## config.mk

```make
export PLATFORM = sky130hd
export DESIGN_NAME = fejkon_button
export DESIGN_NICKNAME = d
export VERILOG_FILES = /design/src/rtl/fejkon_button.sv
export SDC_FILE = /design/constraint.sdc
export NUM_CORES = 1
export LEC_CHECK = 0
export CORE_MARGIN = 3
export CORE_UTILIZATION = 30
export CTS_BUF_LIST = sky130_fd_sc_hd__clkbuf_4 sky130_fd_sc_hd__clkbuf_8
export DETAILED_ROUTE_END_ITERATION = 16
export DONT_BUFFER_PORTS = 1
export MAX_ROUTING_LAYER = met4
export PLACE_DENSITY = 0.49
export SLEW_MARGIN = 20
export SYNTH_ARGS = -nofsm -noshare
export SYNTH_HDL_FRONTEND = slang
export SYNTH_SLANG_ARGS = --single-unit
```

## constraint.sdc

```tcl
create_clock -name clk -period 8 [get_ports clk]
set_input_delay 0.8 -clock clk [delete_from_list [all_inputs] [get_ports clk]]
set_output_delay 0.8 -clock clk [all_outputs]
set_load 0.02 [all_outputs]
```

## src/rtl/fejkon_button.sv

```systemverilog
`default_nettype none
// ============================================================================
// Module      : fejkon_button
// Description : Conditions active-low board push-buttons into clean fabric
//               status. Each channel has a 2-flop synchronizer and a debounce
//               FSM. It drives a debounced pressed level and registered
//               one-cycle press, release and long-press pulses.
//               The release pulse port is named release_pulse because
//               "release" is a reserved SystemVerilog keyword.
//               Optional macro FEJKON_BUTTON_IRQ_EN adds irq, irq_ack and
//               event_pending. event_pending latches press/long-press events.
// Revision    : 1.0 - initial release
// ============================================================================
module fejkon_button #(
    parameter int REFERENCE_CLOCK = 50000000,
    parameter int DEBOUNCE_MS     = 10,
    parameter int LONG_PRESS_MS   = 1000,
    parameter int WIDTH           = 4
) (
    input  logic             clk,
    input  logic             reset,
    input  logic [WIDTH-1:0] button_n,
    output logic [WIDTH-1:0] pressed,
    output logic [WIDTH-1:0] press,
    output logic [WIDTH-1:0] release_pulse,
    output logic [WIDTH-1:0] long_press
`ifdef FEJKON_BUTTON_IRQ_EN
    ,
    output logic             irq,
    input  logic             irq_ack,
    output logic [WIDTH-1:0] event_pending
`endif
);

    localparam int c_DEB_CYCLES  = (REFERENCE_CLOCK / 1000) * DEBOUNCE_MS;
    localparam int c_LONG_CYCLES = (REFERENCE_CLOCK / 1000) * LONG_PRESS_MS;
    localparam int c_CW          = $clog2(c_LONG_CYCLES + 1);

    localparam logic [c_CW-1:0] c_ONE      = c_CW'(1);
    localparam logic [c_CW-1:0] c_DEB_MAX  = c_CW'(c_DEB_CYCLES);
    localparam logic [c_CW-1:0] c_LONG_MAX = c_CW'(c_LONG_CYCLES);
    localparam logic [c_CW-1:0] c_LONG_PRE = c_CW'(c_LONG_CYCLES - 1);

    localparam logic [1:0] c_ST_RELEASED   = 2'd0;
    localparam logic [1:0] c_ST_PRESS_PEND = 2'd1;
    localparam logic [1:0] c_ST_PRESSED    = 2'd2;
    localparam logic [1:0] c_ST_REL_PEND   = 2'd3;

    // A zero-length debounce window would accept every glitch.
    generate
        if (c_DEB_CYCLES < 1) begin : g_bad_debounce
            $error("fejkon_button: debounce window must be at least one clock");
        end
    endgenerate

    logic [WIDTH-1:0] r_sync1;
    logic [WIDTH-1:0] r_sync2;
    logic [WIDTH-1:0] w_raw;
    logic [1:0]       r_state    [WIDTH];
    logic [c_CW-1:0]  r_deb_cnt  [WIDTH];
    logic [c_CW-1:0]  r_hold_cnt [WIDTH];
    logic [WIDTH-1:0] r_pressed;
    logic [WIDTH-1:0] r_press;
    logic [WIDTH-1:0] r_release;
    logic [WIDTH-1:0] r_long;

    // Buttons are active-low; the synchronizer idles at 1 so reset looks released.
    assign w_raw = ~r_sync2;

    // Two-flop synchronizer for the asynchronous board pins.
    always_ff @(posedge clk or posedge reset) begin
        if (reset) begin
            r_sync1 <= '1;
            r_sync2 <= '1;
        end else begin
            r_sync1 <= button_n;
            r_sync2 <= r_sync1;
        end
    end

    // Per-channel debounce FSM with hold timer and registered event pulses.
    always_ff @(posedge clk or posedge reset) begin
        if (reset) begin
            for (int i = 0; i < WIDTH; i++) begin
                r_state[i]    <= c_ST_RELEASED;
                r_deb_cnt[i]  <= '0;
                r_hold_cnt[i] <= '0;
            end
            r_pressed <= '0;
            r_press   <= '0;
            r_release <= '0;
            r_long    <= '0;
        end else begin
            for (int i = 0; i < WIDTH; i++) begin
                r_press[i]   <= 1'b0;
                r_release[i] <= 1'b0;
                r_long[i]    <= 1'b0;

                // The hold timer runs while held, including during release
                // debounce, so a long press still fires through a bouncy release.
                if ((r_state[i] == c_ST_PRESSED) || (r_state[i] == c_ST_REL_PEND)) begin
                    if (r_hold_cnt[i] != c_LONG_MAX) begin
                        r_hold_cnt[i] <= r_hold_cnt[i] + c_ONE;
                        if (r_hold_cnt[i] == c_LONG_PRE) begin
                            r_long[i] <= 1'b1;
                        end
                    end
                end

                case (r_state[i])
                    c_ST_RELEASED: begin
                        if (w_raw[i]) begin
                            r_state[i]   <= c_ST_PRESS_PEND;
                            r_deb_cnt[i] <= c_ONE;
                        end
                    end
                    c_ST_PRESS_PEND: begin
                        if (!w_raw[i]) begin
                            r_state[i]   <= c_ST_RELEASED;
                            r_deb_cnt[i] <= '0;
                        end else if (r_deb_cnt[i] == c_DEB_MAX) begin
                            r_state[i]    <= c_ST_PRESSED;
                            r_deb_cnt[i]  <= '0;
                            r_hold_cnt[i] <= '0;
                            r_press[i]    <= 1'b1;
                            r_pressed[i]  <= 1'b1;
                        end else begin
                            r_deb_cnt[i] <= r_deb_cnt[i] + c_ONE;
                        end
                    end
                    c_ST_PRESSED: begin
                        if (!w_raw[i]) begin
                            r_state[i]   <= c_ST_REL_PEND;
                            r_deb_cnt[i] <= c_ONE;
                        end
                    end
                    default: begin
                        if (w_raw[i]) begin
                            r_state[i]   <= c_ST_PRESSED;
                            r_deb_cnt[i] <= '0;
                        end else if (r_deb_cnt[i] == c_DEB_MAX) begin
                            // Accepting the release overrides the hold timer,
                            // so long_press can never fire on or after this edge.
                            r_state[i]    <= c_ST_RELEASED;
                            r_deb_cnt[i]  <= '0;
                            r_hold_cnt[i] <= '0;
                            r_long[i]     <= 1'b0;
                            r_release[i]  <= 1'b1;
                            r_pressed[i]  <= 1'b0;
                        end else begin
                            r_deb_cnt[i] <= r_deb_cnt[i] + c_ONE;
                        end
                    end
                endcase
            end
        end
    end

    assign pressed       = r_pressed;
    assign press         = r_press;
    assign release_pulse = r_release;
    assign long_press    = r_long;

`ifdef FEJKON_BUTTON_IRQ_EN
    logic [WIDTH-1:0] r_event_pending;
    logic [WIDTH-1:0] w_pending_nxt;
    logic             r_irq;

    // An ack clears old events, but events arriving with the ack survive it.
    always_comb begin
        w_pending_nxt = (irq_ack ? '0 : r_event_pending) | r_press | r_long;
    end

    // Pending flags and the interrupt line update together.
    always_ff @(posedge clk or posedge reset) begin
        if (reset) begin
            r_event_pending <= '0;
            r_irq           <= 1'b0;
        end else begin
            r_event_pending <= w_pending_nxt;
            r_irq           <= |w_pending_nxt;
        end
    end

    assign event_pending = r_event_pending;
    assign irq           = r_irq;
`endif

endmodule
`default_nettype wire

```

==> implementation parameters <==
Parameter                              Value

Run status
  Status    completed

Setup path
  Data required time of the worst path    8390 ps
  Critical path start-end classification    flip-flop to flip-flop
  Maximum single-stage delay on the critical path    870 ps
  Cell class contributing the biggest share of worst-path delay    simple AND/OR/NAND/NOR gates
  Data arrival time at the worst-slack endpoint    3380 ps
  Largest fanout on the critical path    25
  Max stage delay cell, worst path    sky130_fd_sc_hd__nor2_2
  Kind of capture point of the worst setup path    flip-flop
  Launch point of the worst path    r_deb_cnt[98]$_DFFE_PP0P_
  Worst-path cell chain    or4_1 > nor4_1 > nand3_1 > nor2_2 > nor2_1
  CP Launch Type    flip-flop
  Sum of buffers and inverters on the critical path    0
  Reg-to-reg critical path startpoint    r_deb_cnt[98]$_DFFE_PP0P_

GRT
  Global Route met3 Usage    2.64%
  Layer with the highest usage after global routing    met2
  Leftover overflow at the end of global routing    0
  Antenna violations before repair    0
  Grt met1 use    17.8%
  Total GRT Usage    13.1%
  First-pass GRT wire length    48.7 mm
  Largest net degree at the start of global routing    114
  Vias in the first global route    9723
  Fraction of met2 tracks used by global routing    19.9%

Timing
  Final count of hold timing violations    0
  Achievable frequency    333 MHz
  Slew of the pin with the lowest slew margin    1050 ps
  Unrepaired setup endpoints after global routing    no
  Finish-stage setup viols    0
  Tcrit/Tclk final    37.5%
  Fin Setup TNS    0 ps
  Largest clock skew in the final design    12.2 ps
  Post-route minimum period    3000 ps
  Worst rel slew slack    30.2%
  Number of slew-limit violations in the final report    0

Yosys
  Cell count after synthesis    1346
  Sequential-to-total area share from yosys stat    47.5%
  Synthesized Nets    1368
  Number of distinct standard cells referenced by the synthesized netlist    71
  Largest area contributor in the netlist    sky130_fd_sc_hd__dfrtp_1
  Post-Syn Area per Cell    9.41 µm²
  Post-synth EDFFs    0
  Yosys warning count    0
  Async set or reset register ratio after synthesis    100%
  Primary FF master, synth    sky130_fd_sc_hd__dfrtp_1
  Synth Cell Area    12700 µm²
  #FFs+latches synth    240
  Leading post-synthesis cells by cell area    sky130_fd_sc_hd__dfrtp_1 (46%), sky130_fd_sc_hd__xnor2_1 (7.0%), sky130_fd_sc_hd__nor2_1 (6.0%), sky130_fd_sc_hd__xor2_1 (3.2%), sky130_fd_sc_hd__nand4_1 (3.1%)
  Top cell type's share of synthesized area    45.9%

Cells and area
  Share of post-route cells with drive strength above 1    9.75%
  Fin nets    1363
  Area growth from synthesis to final layout    11.3%
  Fin util    34.1%
  Antenna cell count    0
  Area occupied by registers    6020 µm²
  Fill cell count    4258
  Area of combinational cells with multiple inputs    6190 µm²
  Layout Cell Area excl Fill    14100 µm²

Clock tree
  Cts-stage hold buffer count    0
  Sink Count    240
  Total setup buffers inserted after CTS    0
  Clock transition time at the flip-flop clock pins of the worst setup and hold paths    60 ps
  Number of gates given a new drive strength after cts    0
  Number of levels in the clock H-tree    2
  Clk_lat worst skew    550 ps
  Clock tree root driver cell    sky130_fd_sc_hd__clkbuf_8
  Number of buffers created by CTS    43
  Clock tree from TritonCTS    done
  Max Root-Sink Buffers    3

Pwr
  Leakage power figure    5.66 nW
  Power density normalized to cell area    186 nW/µm²
  Max VDD drop    0.108 mV
  PnR Total Power    2.63 mW

Routing
  First-pass DRT Iterations    4
  ANT nets after route    0
  Avg WL per Cell    14.6 µm
  Number of DRC violations after detailed-routing iteration 0    545
  Count of unresolved DRC violations after routing    0
  Routed vias    9759
  Aggregate routed wire length    27.9 mm
  Via density    5.12

Die
  Std-Cell Rows    74
  Starting density of the core    30.7%
  Vertical extent of the die    211 µm
  Die X    211 µm
  Number of primary I/O pins    22
  Area of the core    41300 µm²
  Overall die area    44700 µm²

Place
  Number of input and output port buffers inserted    0
  Dpl cell area    13100 µm²
  HPWL Detailed    17.6 mm
  Routability cong.    0.758

Min path
  Type of the worst min-delay path    primary input to asynchronous set/reset pin

Job
  Max-cap violations    0
## where the power goes
part | leakage [nW] | internal [mW] | total (mW) | switching [mW]
clock | 0.521 | 0.744 | 1.27 | 0.528
sequential | 3.30 | 1.23 | 1.26 | 0.0252
combinational | 1.83 | 0.0281 | 0.0943 | 0.0662
## final cells by class
class	count	area share, %
multi-input cells	998	43.9
flip-flops and latches	240	42.7
clock buffers	71	6.40
well taps	532	4.73
inverters	51	1.41
clock inverters	8	0.462
repair buffers	7	0.373
## worst paths after layout
path                                             end  slack (ps)  cells past startpoint
max                         r_hold_cnt[98]$_DFF_PP0_        5000                      5
min                        r_deb_cnt[98]$_DFFE_PP0P_         210                      1
max reg2reg                 r_hold_cnt[98]$_DFF_PP0_        5000                      5
min reg2reg                     r_sync2[2]$_DFF_PP1_         350                      0
max in group asynchronous   r_hold_cnt[47]$_DFF_PP0_        6260                      2
min in group clk                r_sync1[3]$_DFF_PP1_         240                      0
## registers in the layout, indices dropped and copies added, names as in the netlist, named ones only
signal and cells:
r_sync1 4, release_pulse 4, r_hold_cnt 104, press 4
r_sync2 4, r_deb_cnt 104, r_state 4, long_press 4
pressed 4
## layer usage
metal	share of wire, %	up-vias
li1	-	4803
met1	50	4780
met2	44	122
met3	3.9	54
met4	2.3	0
met5	0	-
## kinds of logic after synthesis
group	count (synthesis)	share of synthesized area (%)
compound gates	154	8.15
buf+inv	108	3.74
xor+xnor	147	10.2
fa+ha+maj	16	1.58
mux	9	0.721
simple gates	672	28.1
flops	240	47.5
## per-stage QoR
stage | setup WS, ps | cells | hold slack, ps
4_1_cts | 4910 | 1907 | 185
6_report | 5000 | 1907 | 213
5_1_grt | 4770 | 1907 | 189
3_3_place_gp | 5020 | 1828 | 347
3_5_place_dp | 4920 | 1828 | 347
2_1_floorplan | 625 | 1346 | 345
## cell usage after synthesis (all sizes together) (26+ instances only)
| master | instances |
|---|---|
| nor2 | 204 |
| nand3 | 69 |
| nand2 | 87 |
| xor2 | 46 |
| nor3 | 55 |
| inv | 51 |
| clkbuf | 40 |
| nand4 | 63 |
| dfrtp | 232 |
| o21ai | 29 |
| nor4 | 47 |
| xnor2 | 101 |
| a21oi | 48 |
| and3 | 26 |
## placed cells by master, fill, tap and decap left out, types with 13 or more instances in the layout
| cell | synthesis | layout |
|---|---|---|
| sky130_fd_sc_hd__nand3_1 | 69 | 69 |
| sky130_fd_sc_hd__o21ai_0 | 26 | 26 |
| sky130_fd_sc_hd__dfrtp_1 | 232 | 232 |
| sky130_fd_sc_hd__nand2_1 | 87 | 87 |
| sky130_fd_sc_hd__nor2_1 | 202 | 201 |
| sky130_fd_sc_hd__inv_1 | 51 | 50 |
| sky130_fd_sc_hd__xnor2_1 | 101 | 101 |
| sky130_fd_sc_hd__clkbuf_8 | 2 | 59 |
| sky130_fd_sc_hd__nand4_1 | 63 | 63 |
| sky130_fd_sc_hd__nor4_1 | 42 | 42 |
| sky130_fd_sc_hd__o31ai_1 | 13 | 13 |
| sky130_fd_sc_hd__or4_1 | 15 | 15 |
| sky130_fd_sc_hd__and4_1 | 22 | 22 |
| sky130_fd_sc_hd__xor2_1 | 46 | 46 |
| sky130_fd_sc_hd__ha_1 | 16 | 16 |
| sky130_fd_sc_hd__nor3_1 | 55 | 55 |
| sky130_fd_sc_hd__and3_1 | 26 | 26 |
| sky130_fd_sc_hd__nor4b_1 | 13 | 13 |
| sky130_fd_sc_hd__a21oi_1 | 48 | 47 |
| sky130_fd_sc_hd__a31oi_1 | 13 | 13 |
Power figures use the tool's default switching activity.
